### src/rtl/logic_op_scheduler_pkg.sv
// -----------------------------------------------------------------------------
// logic_sched_pkg
// Shared constants and types for the logic-op scheduler: opcode encoding,
// FSM state encoding, settle-counter width and an opcode legality helper.
// Optional feature macro used elsewhere in this slice: LOGIC_SCHED_ERR_EN.
// -----------------------------------------------------------------------------
package logic_sched_pkg;

    localparam int CNT_W = 4;   // settle counter width (SETTLE_CYCLES <= 15)
    localparam int OP_W  = 3;   // opcode width

    localparam logic [OP_W-1:0] OP_AND         = 3'd0;
    localparam logic [OP_W-1:0] OP_NAND        = 3'd1;
    localparam logic [OP_W-1:0] OP_OR          = 3'd2;
    localparam logic [OP_W-1:0] OP_NOR         = 3'd3;
    localparam logic [OP_W-1:0] OP_XOR         = 3'd4;
    localparam logic [OP_W-1:0] OP_ILLEGAL_MIN = 3'd5;

    typedef enum logic [1:0] {
        ST_IDLE   = 2'd0,
        ST_SETTLE = 2'd1,
        ST_RESP   = 2'd2
    } state_t;

    // Opcodes 5..7 have no bitslice behind the datapath mux.
    function automatic logic op_is_illegal(input logic [OP_W-1:0] op);
        return (op >= OP_ILLEGAL_MIN);
    endfunction

endpackage

### src/rtl/logic_op_scheduler_if.sv
// -----------------------------------------------------------------------------
// logic_sched_if
// Bundles the two request channels, the datapath drive/return bus and the
// response channel of the logic-op scheduler.
//   slave  : scheduler side (accepts requests, drives datapath and response)
//   master : requester / datapath / consumer side
// Signals:
//   reqX_valid/ready/op/a/b : requester X command channel (X = 0,1)
//   dp_sel/dp_a/dp_b        : registered op-select and operands to datapath
//   dp_result               : datapath output
//   rsp_valid/ready/id/result/zero : response channel
//   rsp_err/err_seen        : only when LOGIC_SCHED_ERR_EN is defined
// -----------------------------------------------------------------------------
interface logic_sched_if
    import logic_sched_pkg::*;
#(
    parameter int N = 31
);
    logic            req0_valid;
    logic            req0_ready;
    logic [OP_W-1:0] req0_op;
    logic [N:0]      req0_a;
    logic [N:0]      req0_b;

    logic            req1_valid;
    logic            req1_ready;
    logic [OP_W-1:0] req1_op;
    logic [N:0]      req1_a;
    logic [N:0]      req1_b;

    logic [OP_W-1:0] dp_sel;
    logic [N:0]      dp_a;
    logic [N:0]      dp_b;
    logic [N:0]      dp_result;

    logic            rsp_valid;
    logic            rsp_ready;
    logic            rsp_id;
    logic [N:0]      rsp_result;
    logic            rsp_zero;
`ifdef LOGIC_SCHED_ERR_EN
    logic            rsp_err;
    logic            err_seen;
`endif

    modport slave (
`ifdef LOGIC_SCHED_ERR_EN
        output rsp_err,
        output err_seen,
`endif
        input  req0_valid, req0_op, req0_a, req0_b,
        output req0_ready,
        input  req1_valid, req1_op, req1_a, req1_b,
        output req1_ready,
        output dp_sel, dp_a, dp_b,
        input  dp_result,
        output rsp_valid, rsp_id, rsp_result, rsp_zero,
        input  rsp_ready
    );

    modport master (
`ifdef LOGIC_SCHED_ERR_EN
        input  rsp_err,
        input  err_seen,
`endif
        output req0_valid, req0_op, req0_a, req0_b,
        input  req0_ready,
        output req1_valid, req1_op, req1_a, req1_b,
        input  req1_ready,
        input  dp_sel, dp_a, dp_b,
        output dp_result,
        input  rsp_valid, rsp_id, rsp_result, rsp_zero,
        output rsp_ready
    );

endinterface

### src/rtl/logic_op_scheduler_arb.sv
// -----------------------------------------------------------------------------
// rr_arb2
// Two-way round-robin arbiter. Purely combinational; the caller owns the
// last_grant register and updates it on an accepted grant.
// Ports:
//   i_req[1:0]     : request lines
//   i_last_grant   : requester granted most recently
//   i_enable       : arbitration allowed this cycle
//   o_grant_valid  : a grant is issued
//   o_grant_id     : granted requester
// -----------------------------------------------------------------------------
module rr_arb2 (
    input  logic [1:0] i_req,
    input  logic       i_last_grant,
    input  logic       i_enable,
    output logic       o_grant_valid,
    output logic       o_grant_id
);

    assign o_grant_valid = i_enable && (|i_req);

    // On a tie the requester not served last wins; otherwise the lone
    // requester wins (req[1] alone -> 1, req[0] alone -> 0).
    assign o_grant_id = (&i_req) ? ~i_last_grant : i_req[1];

endmodule

### src/rtl/logic_op_scheduler.sv
// -----------------------------------------------------------------------------
// logic_op_scheduler
// Shares one external (n+1)-bit bitwise logic datapath between two
// requesters. Round-robin arbitrates, drives registered operands/op-select
// onto the datapath, waits SETTLE_CYCLES for the gate-delay path to settle,
// then captures the result with a zero flag and returns it on a
// valid/ready response channel.
// Parameters:
//   n             : operand MSB index (datapath width n+1)
//   SETTLE_CYCLES : cycles operands are held before capture, 1..15
// Ports:
//   i_clk   : clock, rising edge
//   i_reset : asynchronous active-high reset
//   io_bus  : logic_sched_if.slave (request, datapath and response channels)
// Optional feature macro: LOGIC_SCHED_ERR_EN adds rsp_err (per response,
// set for opcodes 5..7) and sticky err_seen (cleared only by reset).
// -----------------------------------------------------------------------------
module logic_op_scheduler
    import logic_sched_pkg::*;
#(
    parameter int n             = 31,
    parameter int SETTLE_CYCLES = 2
) (
    input  logic          i_clk,
    input  logic          i_reset,
    logic_sched_if.slave  io_bus
);

    generate
        if (SETTLE_CYCLES < 1 || SETTLE_CYCLES > 15) begin : g_bad_settle
            $error("logic_op_scheduler: SETTLE_CYCLES must be in 1..15");
        end
    endgenerate

    localparam logic [CNT_W-1:0] SETTLE_INIT = CNT_W'(SETTLE_CYCLES);
    localparam logic [CNT_W-1:0] CNT_ONE     = CNT_W'(1);

    state_t          r_state;
    state_t          w_state_nxt;
    logic [CNT_W-1:0] r_cnt;
    logic            r_last_grant;

    logic [OP_W-1:0] r_dp_sel;
    logic [n:0]      r_dp_a;
    logic [n:0]      r_dp_b;

    logic            r_rsp_valid;
    logic            r_rsp_id;
    logic [n:0]      r_rsp_result;
    logic            r_rsp_zero;

    logic            w_grant_valid;
    logic            w_grant_id;
    logic            w_accept;
    logic            w_capture;
    logic            w_rsp_hs;
    logic            w_illegal;
    logic [OP_W-1:0] w_op;
    logic [n:0]      w_a;
    logic [n:0]      w_b;
    logic [n:0]      w_cap_val;

    // ---------------------------------------------------------------- arbiter
    rr_arb2 u_arb (
        .i_req         ({io_bus.req1_valid, io_bus.req0_valid}),
        .i_last_grant  (r_last_grant),
        .i_enable      (r_state == ST_IDLE),
        .o_grant_valid (w_grant_valid),
        .o_grant_id    (w_grant_id)
    );

    // A grant already implies the chosen requester is valid, so the grant
    // itself is the handshake.
    assign w_accept          = w_grant_valid;
    assign io_bus.req0_ready = w_grant_valid && !w_grant_id;
    assign io_bus.req1_ready = w_grant_valid &&  w_grant_id;

    assign w_op = w_grant_id ? io_bus.req1_op : io_bus.req0_op;
    assign w_a  = w_grant_id ? io_bus.req1_a  : io_bus.req0_a;
    assign w_b  = w_grant_id ? io_bus.req1_b  : io_bus.req0_b;

    // ---------------------------------------------------------- capture logic
    assign w_capture = (r_state == ST_SETTLE) && (r_cnt == CNT_ONE);
    assign w_rsp_hs  = r_rsp_valid && io_bus.rsp_ready;
    assign w_illegal = op_is_illegal(r_dp_sel);
    // The mux output for opcodes 5..7 is undefined, so it is never sampled.
    assign w_cap_val = w_illegal ? '0 : io_bus.dp_result;

    // -------------------------------------------------------------------- FSM
    always_ff @(posedge i_clk or posedge i_reset) begin
        if (i_reset) r_state <= ST_IDLE;
        else         r_state <= w_state_nxt;
    end

    always_comb begin
        w_state_nxt = r_state;
        unique case (r_state)
            ST_IDLE:   if (w_accept)  w_state_nxt = ST_SETTLE;
            ST_SETTLE: if (w_capture) w_state_nxt = ST_RESP;
            ST_RESP:   if (w_rsp_hs)  w_state_nxt = ST_IDLE;
            default:                  w_state_nxt = ST_IDLE;
        endcase
    end

    // ------------------------------------------- arbitration / settle counter
    always_ff @(posedge i_clk or posedge i_reset) begin
        if (i_reset) begin
            r_last_grant <= 1'b1;   // so requester 0 wins the first tie
            r_cnt        <= '0;
        end else if (w_accept) begin
            r_last_grant <= w_grant_id;
            r_cnt        <= SETTLE_INIT;
        end else if (r_state == ST_SETTLE) begin
            r_cnt        <= r_cnt - CNT_ONE;
        end
    end

    // ---------------------------------------------------- datapath drive regs
    // Held from acceptance until the next acceptance; not cleared in IDLE.
    always_ff @(posedge i_clk or posedge i_reset) begin
        if (i_reset) begin
            r_dp_sel <= '0;
            r_dp_a   <= '0;
            r_dp_b   <= '0;
            r_rsp_id <= 1'b0;
        end else if (w_accept) begin
            r_dp_sel <= w_op;
            r_dp_a   <= w_a;
            r_dp_b   <= w_b;
            r_rsp_id <= w_grant_id;
        end
    end

    // ---------------------------------------------------------- response regs
    always_ff @(posedge i_clk or posedge i_reset) begin
        if (i_reset) begin
            r_rsp_valid  <= 1'b0;
            r_rsp_result <= '0;
            r_rsp_zero   <= 1'b0;
        end else if (w_capture) begin
            r_rsp_valid  <= 1'b1;
            r_rsp_result <= w_cap_val;
            r_rsp_zero   <= (w_cap_val == '0);
        end else if (w_rsp_hs) begin
            r_rsp_valid  <= 1'b0;
        end
    end

`ifdef LOGIC_SCHED_ERR_EN
    logic r_rsp_err;
    logic r_err_seen;

    always_ff @(posedge i_clk or posedge i_reset) begin
        if (i_reset) begin
            r_rsp_err  <= 1'b0;
            r_err_seen <= 1'b0;
        end else if (w_capture) begin
            r_rsp_err  <= w_illegal;
            r_err_seen <= r_err_seen | w_illegal;
        end
    end

    assign io_bus.rsp_err  = r_rsp_err;
    assign io_bus.err_seen = r_err_seen;
`endif

    // ---------------------------------------------------------------- outputs
    assign io_bus.dp_sel     = r_dp_sel;
    assign io_bus.dp_a       = r_dp_a;
    assign io_bus.dp_b       = r_dp_b;
    assign io_bus.rsp_valid  = r_rsp_valid;
    assign io_bus.rsp_id     = r_rsp_id;
    assign io_bus.rsp_result = r_rsp_result;
    assign io_bus.rsp_zero   = r_rsp_zero;

endmodule

### src/flat_wrapper.sv
// flat-port wrapper written by rule: the top's interface ports become plain ports
module logic_op_scheduler_flat import logic_sched_pkg::*;
#(
    parameter int n             = 31,
    parameter int SETTLE_CYCLES = 2
)
  (i_clk, i_reset, io_bus_req0_valid, io_bus_req0_op, io_bus_req0_a, io_bus_req0_b, io_bus_req0_ready, io_bus_req1_valid, io_bus_req1_op, io_bus_req1_a, io_bus_req1_b, io_bus_req1_ready, io_bus_dp_sel, io_bus_dp_a, io_bus_dp_b, io_bus_dp_result, io_bus_rsp_valid, io_bus_rsp_id, io_bus_rsp_result, io_bus_rsp_zero, io_bus_rsp_ready);
  logic_sched_if #(.N((32)-1)) io_bus_i ();
  input  logic i_clk;
  input  logic i_reset;
  input wire logic [$bits(io_bus_i.req0_valid)-1:0] io_bus_req0_valid;
  input wire logic [$bits(io_bus_i.req0_op)-1:0] io_bus_req0_op;
  input wire logic [$bits(io_bus_i.req0_a)-1:0] io_bus_req0_a;
  input wire logic [$bits(io_bus_i.req0_b)-1:0] io_bus_req0_b;
  output wire logic [$bits(io_bus_i.req0_ready)-1:0] io_bus_req0_ready;
  input wire logic [$bits(io_bus_i.req1_valid)-1:0] io_bus_req1_valid;
  input wire logic [$bits(io_bus_i.req1_op)-1:0] io_bus_req1_op;
  input wire logic [$bits(io_bus_i.req1_a)-1:0] io_bus_req1_a;
  input wire logic [$bits(io_bus_i.req1_b)-1:0] io_bus_req1_b;
  output wire logic [$bits(io_bus_i.req1_ready)-1:0] io_bus_req1_ready;
  output wire logic [$bits(io_bus_i.dp_sel)-1:0] io_bus_dp_sel;
  output wire logic [$bits(io_bus_i.dp_a)-1:0] io_bus_dp_a;
  output wire logic [$bits(io_bus_i.dp_b)-1:0] io_bus_dp_b;
  input wire logic [$bits(io_bus_i.dp_result)-1:0] io_bus_dp_result;
  output wire logic [$bits(io_bus_i.rsp_valid)-1:0] io_bus_rsp_valid;
  output wire logic [$bits(io_bus_i.rsp_id)-1:0] io_bus_rsp_id;
  output wire logic [$bits(io_bus_i.rsp_result)-1:0] io_bus_rsp_result;
  output wire logic [$bits(io_bus_i.rsp_zero)-1:0] io_bus_rsp_zero;
  input wire logic [$bits(io_bus_i.rsp_ready)-1:0] io_bus_rsp_ready;
  assign io_bus_i.req0_valid = io_bus_req0_valid;
  assign io_bus_i.req0_op = io_bus_req0_op;
  assign io_bus_i.req0_a = io_bus_req0_a;
  assign io_bus_i.req0_b = io_bus_req0_b;
  assign io_bus_req0_ready = io_bus_i.req0_ready;
  assign io_bus_i.req1_valid = io_bus_req1_valid;
  assign io_bus_i.req1_op = io_bus_req1_op;
  assign io_bus_i.req1_a = io_bus_req1_a;
  assign io_bus_i.req1_b = io_bus_req1_b;
  assign io_bus_req1_ready = io_bus_i.req1_ready;
  assign io_bus_dp_sel = io_bus_i.dp_sel;
  assign io_bus_dp_a = io_bus_i.dp_a;
  assign io_bus_dp_b = io_bus_i.dp_b;
  assign io_bus_i.dp_result = io_bus_dp_result;
  assign io_bus_rsp_valid = io_bus_i.rsp_valid;
  assign io_bus_rsp_id = io_bus_i.rsp_id;
  assign io_bus_rsp_result = io_bus_i.rsp_result;
  assign io_bus_rsp_zero = io_bus_i.rsp_zero;
  assign io_bus_i.rsp_ready = io_bus_rsp_ready;
  logic_op_scheduler #(.n(n), .SETTLE_CYCLES(SETTLE_CYCLES)) u_core (.i_clk(i_clk), .i_reset(i_reset), .io_bus(io_bus_i));
endmodule
### config.mk
export PLATFORM = sky130hd
export DESIGN_NAME = logic_op_scheduler_flat
export DESIGN_NICKNAME = d
export VERILOG_FILES = /design/src/rtl/logic_op_scheduler_pkg.sv /design/src/rtl/logic_op_scheduler_if.sv /design/src/rtl/logic_op_scheduler_arb.sv /design/src/rtl/logic_op_scheduler.sv /design/src/flat_wrapper.sv
export SDC_FILE = /design/constraint.sdc
export NUM_CORES = 1
export LEC_CHECK = 0
export ABC_AREA = 1
export ABC_CLOCK_PERIOD_IN_PS = 3800
export CORE_ASPECT_RATIO = 1.4
export CORE_MARGIN = 2
export CORE_UTILIZATION = 38
export DETAILED_ROUTE_END_ITERATION = 10
export GPL_TIMING_DRIVEN = 0
export PLACE_DENSITY = 0.84
export SETUP_SLACK_MARGIN = 0.1
export SLEW_MARGIN = 20
export SYNTH_ARGS = -nofsm -noshare
export SYNTH_HDL_FRONTEND = slang
export SYNTH_HIERARCHICAL = 1
export SYNTH_SLANG_ARGS = --single-unit
### constraint.sdc
create_clock -name i_clk -period 3.8 [get_ports i_clk]
set_input_delay 0.38 -clock i_clk [delete_from_list [all_inputs] [get_ports i_clk]]
set_output_delay 0.38 -clock i_clk [all_outputs]
set_load 0.05 [all_outputs]
Word level (Yosys, flattened, before mapping):

Index checks and enable logic that the tools add are counted.

* add/sub/neg operators: 1
* order comparisons: 1
* eq/ne operators: 6
* muxes and demuxes: 13
* bitwise logic cells: 1
* reduce and logical (&&, ||, !) cells: 13

Operator list (number)
* $mux W32: 3
* $logic_not A32 Y1: 1
* $mux W4: 2
* $mux W2: 3
* $ne A2 B1 Y1 const B: 3
* $pmux W2 S3: 1
* $logic_and A1 B1 Y1: 5
* $eq A4 B1 Y1 const B: 1
* $reduce_bool A2 Y1: 2
* $sub A4 B1 Y4 const B: 1
* $ge A3 B3 Y1 const B: 1
* $mux W1: 3
* $mux W3: 1
* $reduce_and A3 Y1: 1
* $eq A2 B1 Y1 const B: 1
* $eq A2 B2 Y1 const B: 1
* $logic_not A2 Y1: 1
* $reduce_and A2 Y1: 1
* $reduce_or A2 Y1: 1
* $logic_not A1 Y1: 1
* $not A1 Y1: 1

* bits in registers: 109
* input port bits: 171
* output and inout port bits: 104
* word-level logic and storage cells: 45

Logic depth before layout (Yosys ltp):

* word-level depth: 4
* depth in mapped cells: 9
* depth with buffers taken out: 8

Cells and area by module:

Netlist, hierarchy kept.

Modules (own cells, without submodules)
* logic_op_scheduler: instances 1, cells an instance 575, area each 4765.8 um2, seq. area each 2728.9 um2
* rr_arb2: instances 1, cells an instance 5, area each 23.8 um2, seq. area each 0.0 um2

Least setup slack after synthesis:

OpenSTA, ideal clock, no wires.

* path type: flip-flop to output port
* from: register u_core.r_state[0]
* to: output io_bus_req0_ready
* arrival: 1359 ps
* setup slack: 2061 ps
* cell stages (with the launch flop): 7
* path buffers: 1
* cells stage by stage: dfrtp_1 nor2_1 inv_1 nor2_1 inv_2 nor2_4 buf_2

* longest elaborated chain between the ends: 3

RTL lines
* start: declaration: line logic_op_scheduler.sv:38 `state_t r_state;`
* start signal: assignment: line logic_op_scheduler.sv:92 `else r_state <= w_state_nxt;`
* $logic_not A2 Y1: line logic_op_scheduler.sv:67 `.i_enable (r_state == ST_IDLE),`
* $logic_and A1 B1 Y1: line logic_op_scheduler_arb.sv:20 `assign o_grant_valid = i_enable && (|i_req);`
* net u_core.w_accept: line logic_op_scheduler.sv:54 `logic w_accept;`
* $logic_and A1 B1 Y1: line logic_op_scheduler.sv:75 `assign io_bus.req0_ready = w_grant_valid && !w_grant_id;`
* end: declaration: line flat_wrapper.sv:15 `output wire logic [$bits(io_bus_i.req0_ready)-1:0] io_bus_req0_ready;`

The timed path passes the listed nets, and every way through them passes these cells.

Final worst setup path:

Same ends and word-level chain as after synthesis.

==> results.tsv <==
metric	value	unit
status	finished, final reports clean	
dieWidth	98.9	microns
maxCapViolations	0	
viasPerCell	4.83	
postRouteAntennaNets	0	
grt_usage	0.232	
cts_tree	yes	
ctsHoldBuffers	0	
cts_root_buf	clkbuf_16	
period_share	0.804	
die_y	137	microns
clkSinkCount	109	
io_buffers	274	
final_cells	1020	
drc_errors	0	
r2r-start	u_core/r_state[0]	
dr.pass1.iters	5	
drt_iter0_markers	279	
cts_buffers	9	
clk_path_buf_depth	2	
final_core_util	0.655	
die_area	13500	sq um
overflow	0	
routedWlPerCell	15.5	microns
initial_core_util	0.389	
whs	0.457	ns
nFillCells	957	
place_congestion	0.833	
placementRows	48	
cts_htree_levels	3	
grt_pass1_vias	4995	
final_common_cell	nand2_1	
layout_setup_ws	0.746	ns
ys_types	24	
finalWorstPathRequiredPeriod	3.05	ns
hold_viol	0	
multi_input_area	1820	sq um
regArea	2730	sq um
syn-num-nets	753	
insertion_delay	0.34	ns
yosys_warnings	6	
grt_pass1_wl	24600	microns
post_cts_buffers	0	
crit_required	3.42	ns
antenna_cells	0	
pre_cts_ws	0.777	ns
syn_area_per_cell	8.26	sq um
crit_path_end_kind	primary output	
num_vias	4929	
power_leakage	3.69	nW
rsz0062_at_grt	no	
clk_pin_slew	0.07	ns
worst_slew_margin_rel	0.606	
power.density	952	nW/um^2
layout.nets	1039	
worst-setup-path-type	reg -> out	
ys_seq_area_frac	0.570	
antenna_found_initial	0	
cts_resized	0	
final.setup_skew	0.00976	ns
synth-seq-cells	109	
worstPathArrival	2.67	ns
core_area	12300	sq um
grt_max_degree	58	
place_inst	1005	
p_total	0.00768	W
most-common-layout-cells	nand2_1, clkdlybuf4s50_1, dfrtp_1	
hpwl	12300	microns
slew_violations	0	
cp-start-kind	flip-flop	
clock.fmax	327	MHz
hp-class	in -> async	
syn-cell-area	4790	sq um
crit_path_start	u_core/r_state[0]	
boundaryPins	275	
ir_drop	0.566	mV
areaGrowthSynthToFinish	68.4	%
routed_wl	15800	microns
drive_gt1_frac	0.0586	
finalSetupViolations	0	
syn_inst	580	
worst_pin_slew	0.589	ns
cp_max_fo	10	
## final timing paths
| check | end | slack, ns | depth (start not counted) |
|---|---|---|---|
| max reg2reg | u_core/io_bus.dp_b[17] | 1.96 | 9 |
| max | io_bus_req0_ready | 0.75 | 7 |
| min | u_core/io_bus.rsp_result[17] | 0.46 | 2 |
| max in group asynchronous | u_core/r_last_grant | 2.64 | 3 |
| min reg2reg | u_core/io_bus.rsp_result[31] | 0.48 | 2 |
| min in group i_clk | u_core/io_bus.rsp_result[31] | 0.48 | 2 |
## synthesized netlist by cell type, drive strengths merged
master / n / area [sq um]
nand4: 1 / 6.26
nand2: 283 / 1070
a21oi: 5 / 28.8
o31ai: 1 / 7.51
inv: 14 / 52.6
buf: 25 / 161
o21a: 1 / 7.51
clkbuf: 7 / 26.3
o21ai: 23 / 126
nor2: 11 / 51.3
a22o: 1 / 8.76
dfrtp: 108 / 2700
nand3: 96 / 480
ha: 2 / 25.0
dfstp: 1 / 26.3
o21bai: 1 / 11.3
## cell type report
cell class | count | area share
clock inverters | 4 | 0.00900
repair buffers | 275 | 0.343
inverters | 14 | 0.00713
plain buffers | 32 | 0.0233
well taps | 150 | 0.0233
multi-input cells | 425 | 0.226
clock buffers | 11 | 0.0301
flip-flops and latches | 109 | 0.338
## where the power goes
part	switching, W	internal, W	leakage (nW)
clock network	0.000407	0.000591	0.152
registers	0.000322	0.00173	1.34
logic	0.00310	0.00153	2.19
total	0.00383	0.00385	3.69
## metal layers
layer / vias to the layer above / global-route usage / part of all wire
met2: 230 / 0.415 / 0.52
met1: 2255 / 0.263 / 0.37
met3: 29 / 0.0526 / 0.076
li1: 2415 / - / -
met4: 0 / 0.104 / 0.029
met5: - / 0 / 0
## sequential cells by signal (all words and copies together) (netlist names), 2 cells and up
signal / flops
u_core/io_bus.dp_a: 32
u_core/io_bus.dp_b: 32
u_core/io_bus.dp_sel: 3
u_core/io_bus.rsp_result: 32
u_core/r_cnt: 4
u_core/r_state: 2
## logic make-up after synthesis
| logic type | after synthesis | synth area share |
|---|---|---|
| AND/OR/NAND/NOR | 391 | 0.335 |
| flip-flops | 109 | 0.570 |
| buffers and inverters | 46 | 0.0502 |
| AO/OA/AOI/OAI | 32 | 0.0397 |
| adder cells (fa/ha/maj) | 2 | 0.00522 |
## per-stage QoR
step	TNS (ns)	instance area, sq um
5_1_grt	0	8070
4_1_cts	0	8070
3_3_place_gp	-126.74	7720
3_5_place_dp	0	7750
6_report	0	8070
2_1_floorplan	0	4790
## critical path, cell delays in order, from the launching register on
cell             delay (ns)
dfrtp_1                0.41
nor2_1                 0.15
inv_1                  0.05
nor2_1                 0.29
inv_2                  0.16
nor2_4                 0.17
buf_2                  0.25
clkdlybuf4s50_1        0.85
Note: power is estimated with default switching activity, not from simulation.
